===== config.mk =====
export PLATFORM = sky130hd
export DESIGN_NAME = lenet_mem8_cfg_bank
export DESIGN_NICKNAME = d
export VERILOG_FILES = /design/src/rtl/lenet_xil_pkg.sv /design/src/rtl/mem8_byte_bank.sv /design/src/rtl/lenet_mem8_cfg_bank.sv
export SDC_FILE = /design/constraint.sdc
export NUM_CORES = 1
export LEC_CHECK = 0
export CORE_ASPECT_RATIO = 1.4
export CORE_MARGIN = 3
export CORE_UTILIZATION = 35
export DETAILED_ROUTE_END_ITERATION = 12
export PLACE_DENSITY = 0.6
export SYNTH_ARGS = -nofsm -noshare
export SYNTH_HDL_FRONTEND = slang
export SYNTH_HIERARCHICAL = 1
export SYNTH_SLANG_ARGS = --single-unit

===== constraint.sdc =====
create_clock -name bus_clk -period 4.3 [get_ports bus_clk]
set_clock_uncertainty 0.2 [all_clocks]
set_input_delay 1.29 -clock bus_clk [delete_from_list [all_inputs] [get_ports bus_clk]]
set_output_delay 1.29 -clock bus_clk [all_outputs]
set_load 0.01 [all_outputs]

===== src/rtl/lenet_xil_pkg.sv =====
// Shared types and constants for the LeNet5 Xillybus mem_8 configuration bank.
package lenet_xil_pkg;

  localparam int MEM8_DEPTH      = 32;
  localparam int MEM8_AW         = 5;
  localparam int DEF_COMMIT_ADDR = 27;
  localparam int DEF_STATUS_BASE = 28;

  typedef enum logic [1:0] {
    ST_IDLE,
    ST_WAIT_IDLE,
    ST_COPY,
    ST_START
  } state_e;

endpackage


===== src/rtl/mem8_byte_bank.sv =====
// Byte-wide register bank: one registered write port, one combinational read
// port and a flat view of all bytes (byte i at bits [8i+7:8i]).
module mem8_byte_bank
  import lenet_xil_pkg::*;
#(
  parameter int NBYTES = DEF_COMMIT_ADDR
) (
  input  logic                  clk_i,
  input  logic                  rst_ni,
  input  logic                  we_i,
  input  logic [MEM8_AW-1:0]    waddr_i,
  input  logic [7:0]            wdata_i,
  input  logic [MEM8_AW-1:0]    raddr_i,
  output logic [7:0]            rdata_o,
  output logic [8*NBYTES-1:0]   flat_o
);

  logic [8*NBYTES-1:0] mem_q;

  always_ff @(posedge clk_i or negedge rst_ni) begin
    if (!rst_ni) begin
      mem_q <= '0;
    end else if (we_i) begin
      for (int i = 0; i < NBYTES; i++) begin
        if (waddr_i == MEM8_AW'(i)) mem_q[8*i +: 8] <= wdata_i;
      end
    end
  end

  // Addresses at or beyond NBYTES read as zero.
  always_comb begin
    rdata_o = '0;
    for (int i = 0; i < NBYTES; i++) begin
      if (raddr_i == MEM8_AW'(i)) rdata_o = mem_q[8*i +: 8];
    end
  end

  assign flat_o = mem_q;

endmodule


===== src/rtl/lenet_mem8_cfg_bank.sv =====
// Xillybus mem_8 responder holding the LeNet5 run configuration, status window
// and commit doorbell. Optional double buffering: LENET_MEM8_SHADOW_EN.
module lenet_mem8_cfg_bank
  import lenet_xil_pkg::*;
#(
  parameter int COMMIT_ADDR = DEF_COMMIT_ADDR,
  parameter int STATUS_BASE = DEF_STATUS_BASE
) (
  input  logic                     bus_clk,
  input  logic                     bus_rst_n,
  input  logic                     user_r_mem_8_rden,
  output logic [7:0]               user_r_mem_8_data,
  output logic                     user_r_mem_8_empty,
  output logic                     user_r_mem_8_eof,
  input  logic                     user_r_mem_8_open,
  input  logic                     user_w_mem_8_wren,
  input  logic [7:0]               user_w_mem_8_data,
  output logic                     user_w_mem_8_full,
  input  logic                     user_w_mem_8_open,
  input  logic [MEM8_AW-1:0]       user_mem_8_addr,
  input  logic                     user_mem_8_addr_update,
  input  logic [31:0]              status_in,
  input  logic                     busy,
  output logic [8*COMMIT_ADDR-1:0] cfg_q,
  output logic                     start_pulse,
  output state_e                   dbg_state_o
);

  // Handshake: the host asserts rden/wren only while empty/full are low; a
  // strobe seen while its flag is high is dropped and does not move ptr.
  state_e               state_q;
  logic                 pending_q;
  logic                 start_q;
  logic [7:0]           data_q;
  logic [MEM8_AW-1:0]   ptr_q, ptr_d;
  logic [MEM8_AW-1:0]   eff_addr;
  logic                 rd_fire, wr_fire, commit_set;
  logic [7:0]           bank_rdata, rd_byte;

  assign eff_addr   = user_mem_8_addr_update ? user_mem_8_addr : ptr_q;
  assign rd_fire    = user_r_mem_8_rden & ~user_r_mem_8_empty;
  assign wr_fire    = user_w_mem_8_wren & ~user_w_mem_8_full;
  assign commit_set = wr_fire && (eff_addr == MEM8_AW'(COMMIT_ADDR)) && user_w_mem_8_data[0];
  assign ptr_d      = eff_addr + MEM8_AW'(rd_fire | wr_fire);

`ifdef LENET_MEM8_SHADOW_EN
  logic [MEM8_AW-1:0]       copy_idx_q;
  logic [7:0]               active_rdata;
  logic [8*COMMIT_ADDR-1:0] shadow_flat;

  // The shadow read port is borrowed by COPY; host reads are blocked then.
  mem8_byte_bank #(.NBYTES(COMMIT_ADDR)) u_shadow (
    .clk_i(bus_clk), .rst_ni(bus_rst_n),
    .we_i(wr_fire && (eff_addr < MEM8_AW'(COMMIT_ADDR))),
    .waddr_i(eff_addr), .wdata_i(user_w_mem_8_data),
    .raddr_i((state_q == ST_COPY) ? copy_idx_q : eff_addr),
    .rdata_o(bank_rdata), .flat_o(shadow_flat)
  );

  mem8_byte_bank #(.NBYTES(COMMIT_ADDR)) u_active (
    .clk_i(bus_clk), .rst_ni(bus_rst_n),
    .we_i(state_q == ST_COPY),
    .waddr_i(copy_idx_q), .wdata_i(bank_rdata),
    .raddr_i(copy_idx_q),
    .rdata_o(active_rdata), .flat_o(cfg_q)
  );

  assign user_w_mem_8_full  = (state_q == ST_WAIT_IDLE) || (state_q == ST_COPY);
  assign user_r_mem_8_empty = (state_q == ST_WAIT_IDLE) || (state_q == ST_COPY);
`else
  mem8_byte_bank #(.NBYTES(COMMIT_ADDR)) u_bank (
    .clk_i(bus_clk), .rst_ni(bus_rst_n),
    .we_i(wr_fire && (eff_addr < MEM8_AW'(COMMIT_ADDR))),
    .waddr_i(eff_addr), .wdata_i(user_w_mem_8_data),
    .raddr_i(eff_addr),
    .rdata_o(bank_rdata), .flat_o(cfg_q)
  );

  assign user_w_mem_8_full  = 1'b0;
  assign user_r_mem_8_empty = 1'b0;
`endif

  always_comb begin
    rd_byte = '0;
    if (eff_addr < MEM8_AW'(COMMIT_ADDR)) begin
      rd_byte = bank_rdata;
    end else if (eff_addr == MEM8_AW'(COMMIT_ADDR)) begin
      rd_byte = {6'b0, busy, pending_q};
    end else begin
      for (int k = 0; k < 4; k++) begin
        if (eff_addr == MEM8_AW'(STATUS_BASE + k)) rd_byte = status_in[8*k +: 8];
      end
    end
  end

  always_ff @(posedge bus_clk or negedge bus_rst_n) begin
    if (!bus_rst_n) begin
      data_q <= '0;
      ptr_q  <= '0;
    end else begin
      if (rd_fire) data_q <= rd_byte;
      if (!user_r_mem_8_open && !user_w_mem_8_open) ptr_q <= '0;
      else                                          ptr_q <= ptr_d;
    end
  end

  // A fresh commit landing in the START cycle survives the clear and re-arms.
  always_ff @(posedge bus_clk or negedge bus_rst_n) begin
    if (!bus_rst_n) begin
      state_q    <= ST_IDLE;
      pending_q  <= 1'b0;
      start_q    <= 1'b0;
`ifdef LENET_MEM8_SHADOW_EN
      copy_idx_q <= '0;
`endif
    end else begin
      start_q <= 1'b0;
      case (state_q)
        ST_IDLE: if (pending_q) state_q <= ST_WAIT_IDLE;
        ST_WAIT_IDLE: begin
          if (!busy) begin
`ifdef LENET_MEM8_SHADOW_EN
            state_q    <= ST_COPY;
            copy_idx_q <= '0;
`else
            state_q <= ST_START;
            start_q <= 1'b1;
`endif
          end
        end
`ifdef LENET_MEM8_SHADOW_EN
        ST_COPY: begin
          copy_idx_q <= copy_idx_q + 1'b1;
          if (copy_idx_q == MEM8_AW'(COMMIT_ADDR - 1)) begin
            state_q <= ST_START;
            start_q <= 1'b1;
          end
        end
`endif
        ST_START: state_q <= ST_IDLE;
        default:  state_q <= ST_IDLE;
      endcase
      if (commit_set)               pending_q <= 1'b1;
      else if (state_q == ST_START) pending_q <= 1'b0;
    end
  end

  assign user_r_mem_8_data = data_q;
  assign user_r_mem_8_eof  = 1'b0;
  assign start_pulse       = start_q;
  assign dbg_state_o       = state_q;

endmodule


### After elaboration in Yosys (flattened, before gate mapping)

Index checks and enable logic that the tools add are counted.

* bitwise operators: 1
* reductions and logical operators: 37
* $lt $le $gt $ge: 1
* mux-type cells: 42
* add/subtract/negate cells: 1
* equal/unequal tests: 35

Operator list (number)
* two-way mux 8 bit: 33
* == test 5 bit (second input constant): 16
* AND reduction 2 bit: 28
* == test 5 x 4 -> 1 bit (second input constant): 8
* == test 5 x 3 -> 1 bit (second input constant): 4
* == test 5 x 2 -> 1 bit (second input constant): 2
* two-way mux 5 bit: 2
* adder 5 x 1 -> 5 bit: 1
* == test 5 x 1 -> 1 bit (second input constant): 1
* logical NOT 5 bit: 1
* less-than comparator 5 bit (second input constant): 1
* logical AND 1 bit: 4
* two-way mux 1 bit: 4
* two-way mux 2 bit: 2
* != test 2 bit (second input constant): 2
* case mux 2 bit (2 select lines): 1
* == test 2 x 1 -> 1 bit (second input constant): 1
* == test 2 bit (second input constant): 1
* logical NOT 1 bit: 2
* logical NOT 2 bit: 1
* nonzero test 2 bit: 1
* bitwise OR 1 bit: 1

* bits of input ports: 53
* logic and storage cells: 149
* register bits after elaboration: 233
* output and inout bits: 230

### Logic depth before layout (Yosys ltp)

* depth in word-level cells: 30
* mapped depth: 15
* mapped depth without buffers: 11

### Cells and area by module

The synthesis kept the hierarchy.

Modules (own cells, without submodules)
* mem8_byte_bank: instances 1, cells an instance 916, sequential area each 5405.2 µm², area each 10836.6 µm²
* lenet_mem8_cfg_bank: instances 1, cells an instance 158, sequential area each 425.4 µm², area each 1412.6 µm²

### Worst setup path after synthesis

No wires, ideal clock.

* kind: input port to flip-flop
* start point: in user_mem_8_addr_update
* end point: reg data_q[0], in the netlist user_r_mem_8_data[0]
* setup slack: 0.173 ns
* cell stages on the path: 13
* arrival time: 3.798 ns
* buffers on the path: 4
* cells stage by stage: buf_6 buf_2 o21ai_0 buf_2 inv_1 clkbuf_1 o211ai_1 o221ai_1 o311ai_0 o2111ai_1 a32o_1 o311ai_0 o21ai_1

* word-level cells in the longest chain between the ends: 30
* elaborated cells on any way between the ends: 67

RTL lines
* start: declaration: line lenet_mem8_cfg_bank.sv:21 `input logic user_mem_8_addr_update,`
* two-way mux 5 bit (*): line lenet_mem8_cfg_bank.sv:40 `assign eff_addr = user_mem_8_addr_update ? user_mem_8_addr : ptr_q;`
* via eff_addr[0]: line lenet_mem8_cfg_bank.sv:36 `logic [MEM8_AW-1:0] eff_addr;`
* logical NOT 5 bit: line mem8_byte_bank.sv:34 `if (raddr_i == MEM8_AW'(i)) rdata_o = mem_q[8*i +: 8];`
* two-way mux 8 bit (26 in a row): line mem8_byte_bank.sv:34
* two-way mux 8 bit (*): line mem8_byte_bank.sv:34
* via bank_rdata[0]: line lenet_mem8_cfg_bank.sv:38 `logic [7:0] bank_rdata, rd_byte;`
* two-way mux 8 bit (*): line lenet_mem8_cfg_bank.sv:85 `if (eff_addr < MEM8_AW'(COMMIT_ADDR)) begin`
* end signal: assignment: line lenet_mem8_cfg_bank.sv:101 `if (rd_fire) data_q <= rd_byte;`
* end: declaration: line lenet_mem8_cfg_bank.sv:34 `logic [7:0] data_q;`

Mark *: on every way through the listed nets, which the timed path passes. The rest lies on a longest branch.
A chain may end at the register's enable or synchronous reset.

### Worst setup path in the final report

* start point: in user_mem_8_addr_update
* end point: reg data_q[7], in the netlist user_r_mem_8_data[7]

Same word-level chain as after synthesis.

==> results by group <==
CTS
  • Longest Clk Path Bufs: 3
  • TritonCTS clock tree: built
  • TritonCTS Buffers: 23
  • Clock insertion delay at the later pin of the skew report: ~530 ps
  • Clock root buffer master: clkbuf_16
  • H-Tree Depth: 1
  • Post-CTS setup buffer count: 0
  • Clock sinks: 233
  • Clock-pin slew on the worst setup and hold paths: roughly 70 ps

Floorplanning
  • Chip Height: roughly 230 um
  • Initial Utilization: 0.357
  • Die Footprint: 37,300 um2
  • Row count: 80
  • Die span in x: approximately 160 um
  • Core ar.: 34,300 um2
  • IO Count: 283

Logic synthesis
  • Cell with the most instances after synthesis: dfrtp_1
  • Synth Warn #: 6
  • Area leader, netlist: dfrtp_1
  • Main combinational cell family by area after synthesis: multiplexers
  • Ys async rst share: 1.00
  • Mean Syn Cell Area: 11.4 um2
  • XOR/XNOR Fraction of Synth Area: 0.00215
  • Synth cell types: 85
  • Most frequent cells after synthesis: dfrtp_1, mux2_2, nand2_1
  • Ranking of synthesized cells by area: dfrtp_1, mux2_2, mux2i_1, nand2_1, o21ai_0
  • Synthesized instance count: 1,074
  • Simple-gate area share of the yosys netlist: 0.107
  • Post-synthesis mux area share: 0.239
  • Number of flops mapped to enable cells by yosys: 0
  • Cell area after synthesis: 12,200 um2
  • Adder-cell share of the synthesized area: 0.00204
  • FF+latch count, synth: 233
  • Synth top area share: 0.476
  • Sequential share of the synthesized area: 0.476
  • Primary FF master, synth: dfrtp_1
  • Compound-Gate Fraction of Synth Area: 0.140

STA
  • Max Freq: 243 MHz
  • Setup_tns: 0 ps
  • Final hold slack: approximately 300 ps
  • Final period utilization: 0.958
  • Tmin final: 4120 ps
  • Final slew viol count: 0
  • Final Hold Violating Endpoints: 0
  • Slew at the pin closest to its max-slew limit: 821 ps
  • Max-Slew Margin vs Limit: 0.453
  • Final setup violation count: 0
  • RSZ-0062 raised after global routing: no

Layout
  • Layout fillers: 3,101
  • Multi-input logic area: 6040 um2
  • Diodes inserted: 0
  • FF/Latch Area: approximately 6000 um2
  • Share of layout cells above drive strength 1: 0.341
  • Area Overhead vs Synth: 45.5%
  • Fin nets: 1,563

Run status
  • Status: completed

Critical path
  • Worst Reg-to-Reg Cells: 13
  • Critical Path RT: 4540 ps
  • Max FO, Critical Path: 14
  • Critical Path AT: 4370 ps
  • Worst setup EP type: flop
  • CP Launch Type: primary input
  • Crit Path Class: in2reg

Place
  • IO Port Bufs: 279
  • GP Congestion: ~0.94
  • Post-DP HPWL: between 40,000 and 50,000 um

GRT
  • Largest net degree at the start of global routing: 101
  • Total GRT Usage: 0.278
  • First-pass GRT wire length: just under 80,000 um
  • Initial antenna violation count: 0
  • Grt total ovfl: 0
  • Vias in the first global route: 11.7k

Drt
  • DR WL/cell: 26.7 um
  • Final wirelength: about 53,000 um
  • Antenna-violating nets left: 0
  • Via count: 11.0k
  • Router iterations before antenna repair: 5
  • Drt drc: 0
  • Initial DRC Count: 717
  • Via/cell ratio: 5.58

Power
  • Leak: about 7.7 nW
  • P per Cell Area: 589 nW/um2
  • Worst IR Drop VDD: 378 uV

Worst hold path
  • Hold path depth: 2
  • Min-delay worst type: reg2reg

Run
  • Total of max-cap violations: 0
-- cell type report --
| cell class | instances | share of cell area |
|---|---|---|
| repair buffers | 488 | 0.261 |
| clock buffers | 35 | 0.0371 |
| clock inverters | 6 | 0.00323 |
| multi-input cells | 755 | 0.339 |
| well taps | 451 | 0.0317 |
| inverters | 7 | 0.00147 |
| flip-flops and latches | 233 | 0.327 |
-- critical path: stages --
cell and delay, ps:
clkdlybuf4s50_1 510, buf_12 150, mux2_2 360, buf_4 190, nand3b_1 420, buf_4 280, o211ai_1 380, a32oi_1 110
o21a_1 160, o211ai_1 270, nand3_1 140, o211ai_2 110
-- path summary, 6_finish.rpt --
check / from / end / slack (ps)
worst max-delay path: user_mem_8_addr_update / user_r_mem_8_data[7] / 180
worst min-delay path: user_r_mem_8_data[6] / user_r_mem_8_data[6] / 300
worst max register to register: ptr_q[0] / user_r_mem_8_data[7] / 800
worst min register to register: user_r_mem_8_data[6] / user_r_mem_8_data[6] / 300
max in group asynchronous: bus_rst_n / u_bank/flat_o[195] / 2430
min in group asynchronous: bus_rst_n / u_bank/flat_o[94] / 590
-- cell families after synthesis --
logic type	count (synthesis)
simple gates	246
mux	261
xor+xnor	3
compound gates	240
other cells	1
fa+ha+maj	2
flops	233
buf+inv	88
-- flip-flops by register name (all words and copies together) (netlist names) --
register	count
user_r_mem_8_data	8
start_pulse	1
pending_q	1
ptr_q	5
dbg_state_o	2
u_bank/flat_o	216
-- cell usage in the layout, fill, tap and decap left out, drive strengths merged, types with 7 or more instances in the layout --
master         count
a211oi            10
a21oi             39
a221oi            15
a22oi              9
a31oi             11
and2               7
buf              210
clkbuf            35
clkdlybuf4s50    278
dfrtp            233
mux2             230
mux2i             29
nand2             72
nand2b            17
nand3             17
nand3b             7
nor2              57
nor2b             19
nor3              18
o211ai            28
o21ai             57
o221ai            10
o22ai             13
-- metrics by stage --
step | area (um2) | power (mW) | cells | setup slack [ps] | utilization
after floorplan | 12300 | 5.48 | 1076 | 173 | -
after global placement | 17100 | 8.52 | 1934 | -426 | 0.498
after detailed placement | 17100 | 8.56 | 1934 | -482 | 0.498
after CTS | 17800 | 10.6 | 1975 | 47.8 | 0.519
after global routing | 17800 | 11.0 | 1975 | 88.9 | 0.519
final | 17800 | 10.5 | 1975 | 179 | 0.519
-- timing repair --
action / CTS / global route
resized for setup: 0 / 1
hold endpoints to repair: 0 / 0
endpoints found under the setup margin: 0 / 1
hold buffers: 0 / 0
-- power by group --
part	internal (mW)	switching, mW
registers	3.02	0.967
clock network	1.12	0.859
logic	2.64	1.89
-- routing by layer --
| layer | global-route usage | vias up | wire [um] |
|---|---|---|---|
| li1 | - | 4867 | - |
| met1 | 0.343 | 5635 | 21200 |
| met2 | 0.500 | 425 | 27000 |
| met3 | 0.0286 | 101 | 2460 |
| met4 | 0.105 | 0 | 2150 |
| met5 | 0 | - | 0 |
Power figures use the tool's default switching activity.
